==> config.mk <==
export PLATFORM = sky130hd
export DESIGN_NAME = intersection_ctrl
export DESIGN_NICKNAME = d
export VERILOG_FILES = /design/src/rtl/intersection_pkg.sv /design/src/rtl/intersection_ctrl_phase_timer.sv /design/src/rtl/intersection_ctrl.sv
export SDC_FILE = /design/constraint.sdc
export NUM_CORES = 1
export LEC_CHECK = 0
export CAP_MARGIN = 25
export CORE_MARGIN = 2
export CORE_UTILIZATION = 54
export DETAILED_ROUTE_END_ITERATION = 16
export PLACE_DENSITY = 0.77
export SKIP_LAST_GASP = 1
export SYNTH_ARGS = -nofsm -noshare
export SYNTH_HDL_FRONTEND = slang
export SYNTH_HIERARCHICAL = 1
export SYNTH_SLANG_ARGS = --single-unit
==> constraint.sdc <==
create_clock -name clk -period 3.9 [get_ports clk]
set_clock_uncertainty 0.1 [all_clocks]
set_input_delay 0.585 -clock clk [delete_from_list [all_inputs] [get_ports clk]]
set_output_delay 0.585 -clock clk [all_outputs]
set_load 0.005 [all_outputs]
==> src/rtl/intersection_pkg.sv <==
// Shared types and default timing for the two-road intersection sequencer.
package intersection_pkg;

    localparam int unsigned CNT_W_DEF    = 8;
    localparam int unsigned GREEN_DEF    = 8;
    localparam int unsigned YELLOW_DEF   = 3;
    localparam int unsigned ALL_RED_DEF  = 2;
    localparam int unsigned PED_WALK_DEF = 6;

    typedef enum logic [2:0] {
        NS_G = 3'd0,
        NS_Y = 3'd1,
        CLR  = 3'd2,
        WALK = 3'd3,
        EW_G = 3'd4,
        EW_Y = 3'd5
    } phase_t;

endpackage

==> src/rtl/intersection_ctrl_phase_timer.sv <==
// Phase timer: restarts at 0 on load, flags the last cycle of a phase.
module phase_timer #(
    parameter int unsigned CNT_W = 8
) (
    input  logic             clk,
    input  logic             i_rst_n,
    input  logic             load,
    input  logic             saturate,
    input  logic [CNT_W-1:0] duration,
    output logic             done
);

    logic [CNT_W-1:0] count;

    assign done = (count == duration - CNT_W'(1));

    // Saturating hold keeps done asserted while the resting phase waits for demand.
    always_ff @(posedge clk or negedge i_rst_n) begin
        if (!i_rst_n) begin
            count <= '0;
        end else if (load) begin
            count <= '0;
        end else if (!(saturate && done)) begin
            count <= count + CNT_W'(1);
        end
    end

endmodule

==> src/rtl/intersection_ctrl.sv <==
// Two-road intersection sequencer with pedestrian phase; NS rests on green.
module intersection_ctrl
    import intersection_pkg::*;
#(
    parameter int unsigned GREEN    = GREEN_DEF,
    parameter int unsigned YELLOW   = YELLOW_DEF,
    parameter int unsigned ALL_RED  = ALL_RED_DEF,
    parameter int unsigned PED_WALK = PED_WALK_DEF,
    parameter int unsigned CNT_W    = CNT_W_DEF
) (
    input  logic clk,
    input  logic i_rst_n,
    input  logic i_ew_car,
    input  logic i_ped_req,
    output logic o_ns_green,
    output logic o_ns_yellow,
    output logic o_ns_red,
    output logic o_ew_green,
    output logic o_ew_yellow,
    output logic o_ew_red,
    output logic o_walk,
    output logic o_ped_wait
);

    phase_t           state;
    phase_t           state_next;
    phase_t           nxt;
    phase_t           nxt_next;
    logic             ew_pend;
    logic             ped_pend;
    logic [CNT_W-1:0] duration;
    logic             done;
    logic             leave;
    logic             hold_green;

    assign hold_green = (state == NS_G);
    assign o_ped_wait = ped_pend;

    always_comb begin
        case (state)
            NS_G, EW_G: duration = CNT_W'(GREEN);
            NS_Y, EW_Y: duration = CNT_W'(YELLOW);
            WALK:       duration = CNT_W'(PED_WALK);
            default:    duration = CNT_W'(ALL_RED);
        endcase
    end

    phase_timer #(
        .CNT_W(CNT_W)
    ) u_timer (
        .clk      (clk),
        .i_rst_n  (i_rst_n),
        .load     (leave),
        .saturate (hold_green),
        .duration (duration),
        .done     (done)
    );

    always_comb begin
        state_next = state;
        nxt_next   = nxt;
        case (state)
            NS_G: if (done && (ew_pend || ped_pend)) state_next = NS_Y;
            NS_Y: if (done) begin
                state_next = CLR;
                nxt_next   = ped_pend ? WALK : EW_G;
            end
            CLR:  if (done) state_next = nxt;
            WALK: if (done) begin
                state_next = CLR;
                nxt_next   = ew_pend ? EW_G : NS_G;
            end
            EW_G: if (done) state_next = EW_Y;
            EW_Y: if (done) begin
                state_next = CLR;
                nxt_next   = NS_G;
            end
            default: begin
                state_next = CLR;
                nxt_next   = NS_G;
            end
        endcase
        leave = (state_next != state);
    end

    // Lamps decode the upcoming state so they change on the same edge as the state.
    always_ff @(posedge clk or negedge i_rst_n) begin
        if (!i_rst_n) begin
            state       <= CLR;
            nxt         <= NS_G;
            ew_pend     <= 1'b0;
            ped_pend    <= 1'b0;
            o_ns_green  <= 1'b0;
            o_ns_yellow <= 1'b0;
            o_ns_red    <= 1'b1;
            o_ew_green  <= 1'b0;
            o_ew_yellow <= 1'b0;
            o_ew_red    <= 1'b1;
            o_walk      <= 1'b0;
        end else begin
            state       <= state_next;
            nxt         <= nxt_next;
            ped_pend    <= (ped_pend | i_ped_req) & (state != WALK) & (state_next != WALK);
            ew_pend     <= (ew_pend | i_ew_car) & (state != EW_G) & (state_next != EW_G);
            o_ns_green  <= (state_next == NS_G);
            o_ns_yellow <= (state_next == NS_Y);
            o_ns_red    <= (state_next != NS_G) && (state_next != NS_Y);
            o_ew_green  <= (state_next == EW_G);
            o_ew_yellow <= (state_next == EW_Y);
            o_ew_red    <= (state_next != EW_G) && (state_next != EW_Y);
            o_walk      <= (state_next == WALK);
        end
    end

endmodule

# After elaboration in Yosys (flattened, before gate mapping)
# Cells that the tools add are included.
[totals]
regBits = 23
output_inout_bits = 8
wordCells = 69
[classes]
n_addsub = 2
eq_ne = 21
muxes = 14
n_bitwise = 7
reduce_logical = 13
[op_table]
columns = ["op", "count"]
rows = [
  ["3-bit 2-to-1 mux", 9],
  ["3-bit case mux with 4 select lines", 2],
  ["8-bit 2-to-1 mux", 2],
  ["3-bit == test (second input constant)", 4],
  ["4-bit case mux with 3 select lines", 1],
  ["3-bit by 2-bit == test with 1-bit output (second input constant)", 3],
  ["3-bit != test (second input constant)", 3],
  ["8-bit by 1-bit adder with 8-bit output (second input constant)", 1],
  ["8-bit == test", 1],
  ["2-bit != test (second input constant)", 4],
  ["3-bit by 1-bit == test with 1-bit output (second input constant)", 2],
  ["3-bit zero test", 2],
  ["3-bit by 2-bit != test with 1-bit output (second input constant)", 2],
  ["3-bit OR reduction", 2],
  ["4-bit by 1-bit subtractor with 5-bit output (second input constant)", 1],
  ["1-bit bitwise AND", 4],
  ["1-bit logical AND", 4],
  ["4-bit AND reduction", 1],
  ["2-bit OR reduction", 2],
  ["3-bit by 1-bit != test with 1-bit output (second input constant)", 1],
  ["3-bit != test", 1],
  ["3-bit nonzero test", 1],
  ["1-bit bitwise OR", 2],
  ["1-bit logical OR", 1],
  ["1-bit NOT", 1],
]

# Longest topological paths before layout
# Gate-level depths: netlist (run 1).
[logic_depth]
word_depth = 10
mapped_depth = 13
mapped_depth_nobuf = 12

# Hierarchy
# The synthesis (run 1) kept the hierarchy.
[modules_own_cells]
columns = ["mod", "instances", "cells_per_inst", "area_each_um2", "seq_area_each_um2"]
rows = [
  ["phase_timer", 1, 77, 678.2, 200.2],
  ["intersection_ctrl", 1, 66, 639.4, 354.1],
]

# Worst setup path after synthesis (run 1)
# OpenSTA, ideal clock, no wires.
[synth_path]
path_kind = "reg-to-reg"
start = "register state[1]"
end = "register u_timer.count[7]"
arrival_ps = 3354
slack_ps = 319
path_stages_with_launch = 14
period_less_slack_ps = 3581
cell_sequence = "dfstp_2 > buf_2 > nor2b_1 > inv_1 > ha_1 > or3b_1 > a211oi_2 > nand2_1 > nor4_1 > nand2_1 > nand2_1 > buf_1 > nor2_1 > mux2_1"
[synth_via]
elab_chain_cells = 10
[synth_rtl]
columns = ["item", "line_no", "source"]
rows = [
  ["from (decl)", "intersection_ctrl.sv:25", "phase_t state;"],
  ["from (signal assigned)", "intersection_ctrl.sv:101", "state <= state_next;"],
  ["3-bit == test (tied with other cells)", "intersection_ctrl.sv:40", "case (state)"],
  ["2-bit OR reduction", "intersection_ctrl.sv:40", ""],
  ["4-bit case mux with 3 select lines (*)", "intersection_ctrl.sv:40", ""],
  ["net duration[0]", "intersection_ctrl.sv:31", "logic [CNT_W-1:0] duration;"],
  ["4-bit by 1-bit subtractor with 5-bit output (*)", "intersection_ctrl_phase_timer.sv:15", "assign done = (count == duration - CNT_W'(1));"],
  ["8-bit == test (*)", "intersection_ctrl_phase_timer.sv:15", ""],
  ["net done", "intersection_ctrl.sv:32", "logic done;"],
  ["1-bit logical AND", "intersection_ctrl.sv:63", "NS_G: if (done && (ew_pend || ped_pend)) state_next = NS_Y;"],
  ["3-bit 2-to-1 mux", "intersection_ctrl.sv:63", ""],
  ["3-bit case mux with 4 select lines (*)", "intersection_ctrl.sv:62", "case (state)"],
  ["3-bit != test (*)", "intersection_ctrl.sv:83", "leave = (state_next != state);"],
  ["net leave", "intersection_ctrl.sv:33", "logic leave;"],
  ["2-bit != test (no source line) or 8-bit 2-to-1 mux (tied branches)", "n/a", ""],
  ["to (signal assigned)", "intersection_ctrl_phase_timer.sv:24", "count <= count + CNT_W'(1);"],
  ["to (decl)", "intersection_ctrl_phase_timer.sv:13", "logic [CNT_W-1:0] count;"],
]
# The timed path passes the listed nets; every way through them passes the cells marked *.
# A chain may end at the register's enable or synchronous reset.

# Worst setup path after layout (run 1)
[layout_path]
start = "register state[0]"
end = "register u_timer.count[7]"
# The elaborated chain is that of the path after synthesis.

==> flow_results.org, run 1 <==
** Floorplanning
- Core Area :: 0.00225 mm2
- In this run the horizontal extent of the chip is 53.4 um.
- Number of placement rows :: 17
- During I/O placement, the number of pins put on the boundary was 12.
- Measured along the y axis, the die boundary spans 53.4 um.
- DIE AREA :: 0.00285 mm2
- For this configuration, the core starts out at a cell density of 58.4%.

** Worst setup path
- STA puts the critical path data required time at 4.00 ns.
- Top cell family by delay on the critical path :: simple AND/OR/NAND/NOR gates
- The worst register-to-register path ends at u_timer/count[7].
- At the worst endpoint, the arrival time is 3.57 ns.
- Largest incremental delay on the critical path :: around 0.50 ns
- Critical Path Fanout Max :: 10
- Crit start category :: flop
- Count of buffer and inverter cells on the critical path :: 3
- For flop-to-flop paths, the worst setup slack is 0.43 ns.
- Most Frequent Cell on Critical Path :: sky130_fd_sc_hd__nand2_1
- Cell with the biggest individual delay on the critical path :: sky130_fd_sc_hd__dfrtp_1
- Start-to-end type of the worst setup path :: flop to flop
- Worst reg2reg path startpoint :: state[0]
- Worst reg-to-reg path cell count :: 13
- The worst setup path is captured at a flop.
- Walking the worst path, the cells encountered are nor2_2 > inv_2 > inv_1 > ha_1 > or3b_1 > a211oi_2 > nand2_1 > nor4_1 > buf_4 > nand2_1 > nand2_1 > nor2_1 > mux2_1.

** Timing
- The number of hold violations in the final report came to 0.
- RSZ-0062 raised after global routing :: false
- The number of pins with negative max-slew slack in the final report is 0.
- Final critical path time including I/O delays and setup :: ~3.5 ns
- Setup violations remaining at the end of the flow were counted as 0.
- The worst path meets setup with 0.429 ns of slack.
- Top achievable clock speed :: 0.288 GHz
- Of the available clock period, the critical path in the final layout requires 89.0%.
- Slew HR :: 62.2%
- Total negative slack :: 0 ns
- At the pin with the least slew margin, the transition time is 0.565 ns.

** Logic synthesis
- The number of different library cells used by synthesis comes to 44.
- Yosys printed 6 warnings.
- Most area-consuming cells after synthesis :: sky130_fd_sc_hd__dfrtp_1, sky130_fd_sc_hd__dfstp_2, sky130_fd_sc_hd__nand2_1
- Instance count of the mapped netlist :: 143
- In this run the mean area of a mapped cell was 9.21 um2.
- Register area share after synthesis :: 42.1%
- The synthesized design contains 0 enable-type register cells.
- Top_reg_cell synth :: sky130_fd_sc_hd__dfrtp_1
- Of the post-synthesis cell area, the dominant cell type holds 36.1%.
- Post-synthesis instance area :: 0.00132 mm2
- sky130_fd_sc_hd__dfrtp_1 takes more of the synthesized area than any other cell.
- Total of flip-flops plus latches after synthesis :: 22
- After synthesis, the share of flip-flops with an asynchronous set or reset is 100%.

** Power and ir drop
- Power after layout :: 0.991 mW
- Power spread over the standard cell area amounts to 643 mW/mm2.
- Leakage :: 0.640 nW
- IR Drop Worst-Case VDD :: 520 uV

** GRT
- The via count of the first global-routing pass is 1029.
- Pin count of the biggest net entering global routing :: 23
- In the global route stage, overall resource usage came out at a little under a quarter.
- The initial antenna violation count is 0.
- Overflow after GRT :: 0
- Global-route wire length before repair :: 4600 um

** Placement
- In this run the tool buffered the top-level ports with 11 buffer cells.
- Post-Place Setup Slack :: 0.470 ns
- Placed Instances :: 187
- Last weighted congestion value of the routability-driven placer :: about 0.84
- The HPWL after detailed placement is about 2000 um.

** Cells and area
- In the layout the commonest cells are sky130_fd_sc_hd__dfrtp_1, sky130_fd_sc_hd__nand2_1, sky130_fd_sc_hd__nor2_1.
- Fillers :: 192
- Post-layout net count :: 171
- Fraction of final layout cells sized beyond drive strength 1 :: 13.4%
- Commonest non-fill, non-tap cell in the layout :: sky130_fd_sc_hd__dfrtp_1
- The repair_antennas step left the layout with diodes totalling 0.
- P&R area growth vs syn :: 17.1%
- Leaving out filler cells and counting taps, the final layout contains 192.

** Clock tree
- For this design, the sink count on the clock tree is 22.
- TritonCTS buffer count :: 3
- Clock slew at the register clock pins of the worst setup and hold paths :: 0.12 ns
- Once the clock tree was built, the resizer swapped 0 gates to a different size.
- In this run the number of H-tree levels came out at 1.
- No sink is reached through more buffers than the 2 on the longest clock path.
- At the later pin of the worst-skew pair, clock insertion delay measures 0.30 ns.
- TritonCTS clock tree :: built
- Number of buffers inserted by post-CTS setup repair :: 0
- Clock root buffer :: sky130_fd_sc_hd__clkbuf_4
- In this run, post-CTS hold repair placed 0 buffers.

** Routing
- After detailed routing, the number of vias per cell comes to 5.61.
- Remaining antenna violation count after routing :: 0
- After detailed routing, the number of remaining DRC violations is 0.
- For this block, the via count after detailed routing is 1077.
- After the first detailed-routing iteration, the DRC count stood at 45.
- Wire length per cell :: 13.9 um
- Aggregate routed wire length :: 2670 um
- First-pass DRT Iterations :: 4

** Run status
- Status :: finished clean

** Min path
- Type of the worst min-delay path :: input port to asynchronous set/reset pin

** Job
- Number of maximum-capacitance violations :: 0
report_power, final:
group / total, mW / internal [mW] / switching (mW) / leakage [nW]
Combinational: 0.491 / 0.232 / 0.260 / 0.357
Sequential: 0.375 / 0.290 / 0.0852 / 0.262
Clock: 0.124 / 0.0569 / 0.0676 / 0.0210
cells in the mapped netlist, types with 2 or more instances:
master                     number
sky130_fd_sc_hd__a21oi_1        9
sky130_fd_sc_hd__buf_2          2
sky130_fd_sc_hd__dfrtp_1       19
sky130_fd_sc_hd__dfstp_2        3
sky130_fd_sc_hd__ha_1           2
sky130_fd_sc_hd__inv_1          5
sky130_fd_sc_hd__inv_2          2
sky130_fd_sc_hd__mux2_1         2
sky130_fd_sc_hd__nand2_1       17
sky130_fd_sc_hd__nand3_1        4
sky130_fd_sc_hd__nand3b_1       4
sky130_fd_sc_hd__nor2_1        16
sky130_fd_sc_hd__nor2b_1        3
sky130_fd_sc_hd__nor3_1         3
sky130_fd_sc_hd__nor4_1         2
sky130_fd_sc_hd__nor4_2         2
sky130_fd_sc_hd__o211ai_2       2
sky130_fd_sc_hd__o21ai_0        8
sky130_fd_sc_hd__or3_1          4
sky130_fd_sc_hd__xnor2_1        3
sky130_fd_sc_hd__xnor2_2        2
sky130_fd_sc_hd__xor2_1         7
worst max-delay path by stage:
| stage | start | endpoint | slack, ns | cells after the start |
|---|---|---|---|---|
| after global routing | state[0] | u_timer/count[7] | 0.16 | 13 |
| after CTS | state[0] | u_timer/count[7] | 0.44 | 13 |
| after global placement | state[0] | u_timer/count[7] | 0.69 | 13 |
| final | state[0] | u_timer/count[7] | 0.43 | 13 |
| after floorplan | state[1] | u_timer/count[7] | 0.32 | 13 |
| after detailed placement | state[0] | u_timer/count[7] | 0.47 | 13 |
metal layers:
| layer | up-vias | wire (um) | global-route usage [%] |
|---|---|---|---|
| met5 | - | 0 | 0 |
| met4 | 0 | 28 | 9.40 |
| met3 | 4 | 129 | 4.24 |
| met2 | 35 | 1270 | 34.0 |
| met1 | 506 | 1240 | 31.7 |
| li1 | 532 | - | - |
area by class of cell:
class	count	area, um2	area share [%]
clock buffers	4	36.3	2.35
inverters	7	26.3	1.70
multi-input cells	117	738	47.9
flip-flops and latches	22	554	35.9
well taps	28	35.0	2.27
repair buffers	14	153	9.89
state kept, by name (all words and copies together) (netlist names):
| name | count |
|---|---|
| o_ns_red | 1 |
| o_ns_yellow | 1 |
| u_timer/count | 8 |
| ew_pend | 1 |
| o_ew_red | 1 |
| nxt | 2 |
| state | 3 |
| o_ns_green | 1 |
| o_ped_wait | 1 |
| o_walk | 1 |
| o_ew_green | 1 |
| o_ew_yellow | 1 |
cells by family after synthesis:
family	synth area share, %
XOR/XNOR	9.12
AND/OR/NAND/NOR	25.3
other	0.285
adder cells (fa/ha/maj)	1.90
AO/OA/AOI/OAI	15.0
multiplexers	2.47
buffers and inverters	3.89
flip-flops	42.1
stage by stage:
step / util [%] / instance area (um2) / hold WS (ns)
2_1_floorplan: - / 1340 / 0.189
3_3_place_gp: 65.6 / 1480 / 0.489
3_5_place_dp: 65.6 / 1480 / 0.480
4_1_cts: 67.2 / 1520 / 0.498
5_1_grt: 68.4 / 1540 / 0.414
6_report: 68.4 / 1540 / 0.422
No activity file was read; power rests on OpenSTA's default activity.
==> run 2: changes to the inputs <==
--- a/constraint.sdc
+++ b/constraint.sdc
@@ -4,2 +4,2 @@
 set_output_delay 0.585 -clock clk [all_outputs]
-set_load 0.005 [all_outputs]
+set_load 0.05 [all_outputs]
==> results of run 2 <==
The final DEF is identical to that of run 1. Status: finished clean.
Among the figures that moved: total power 0.991 mW -> 1.04 mW
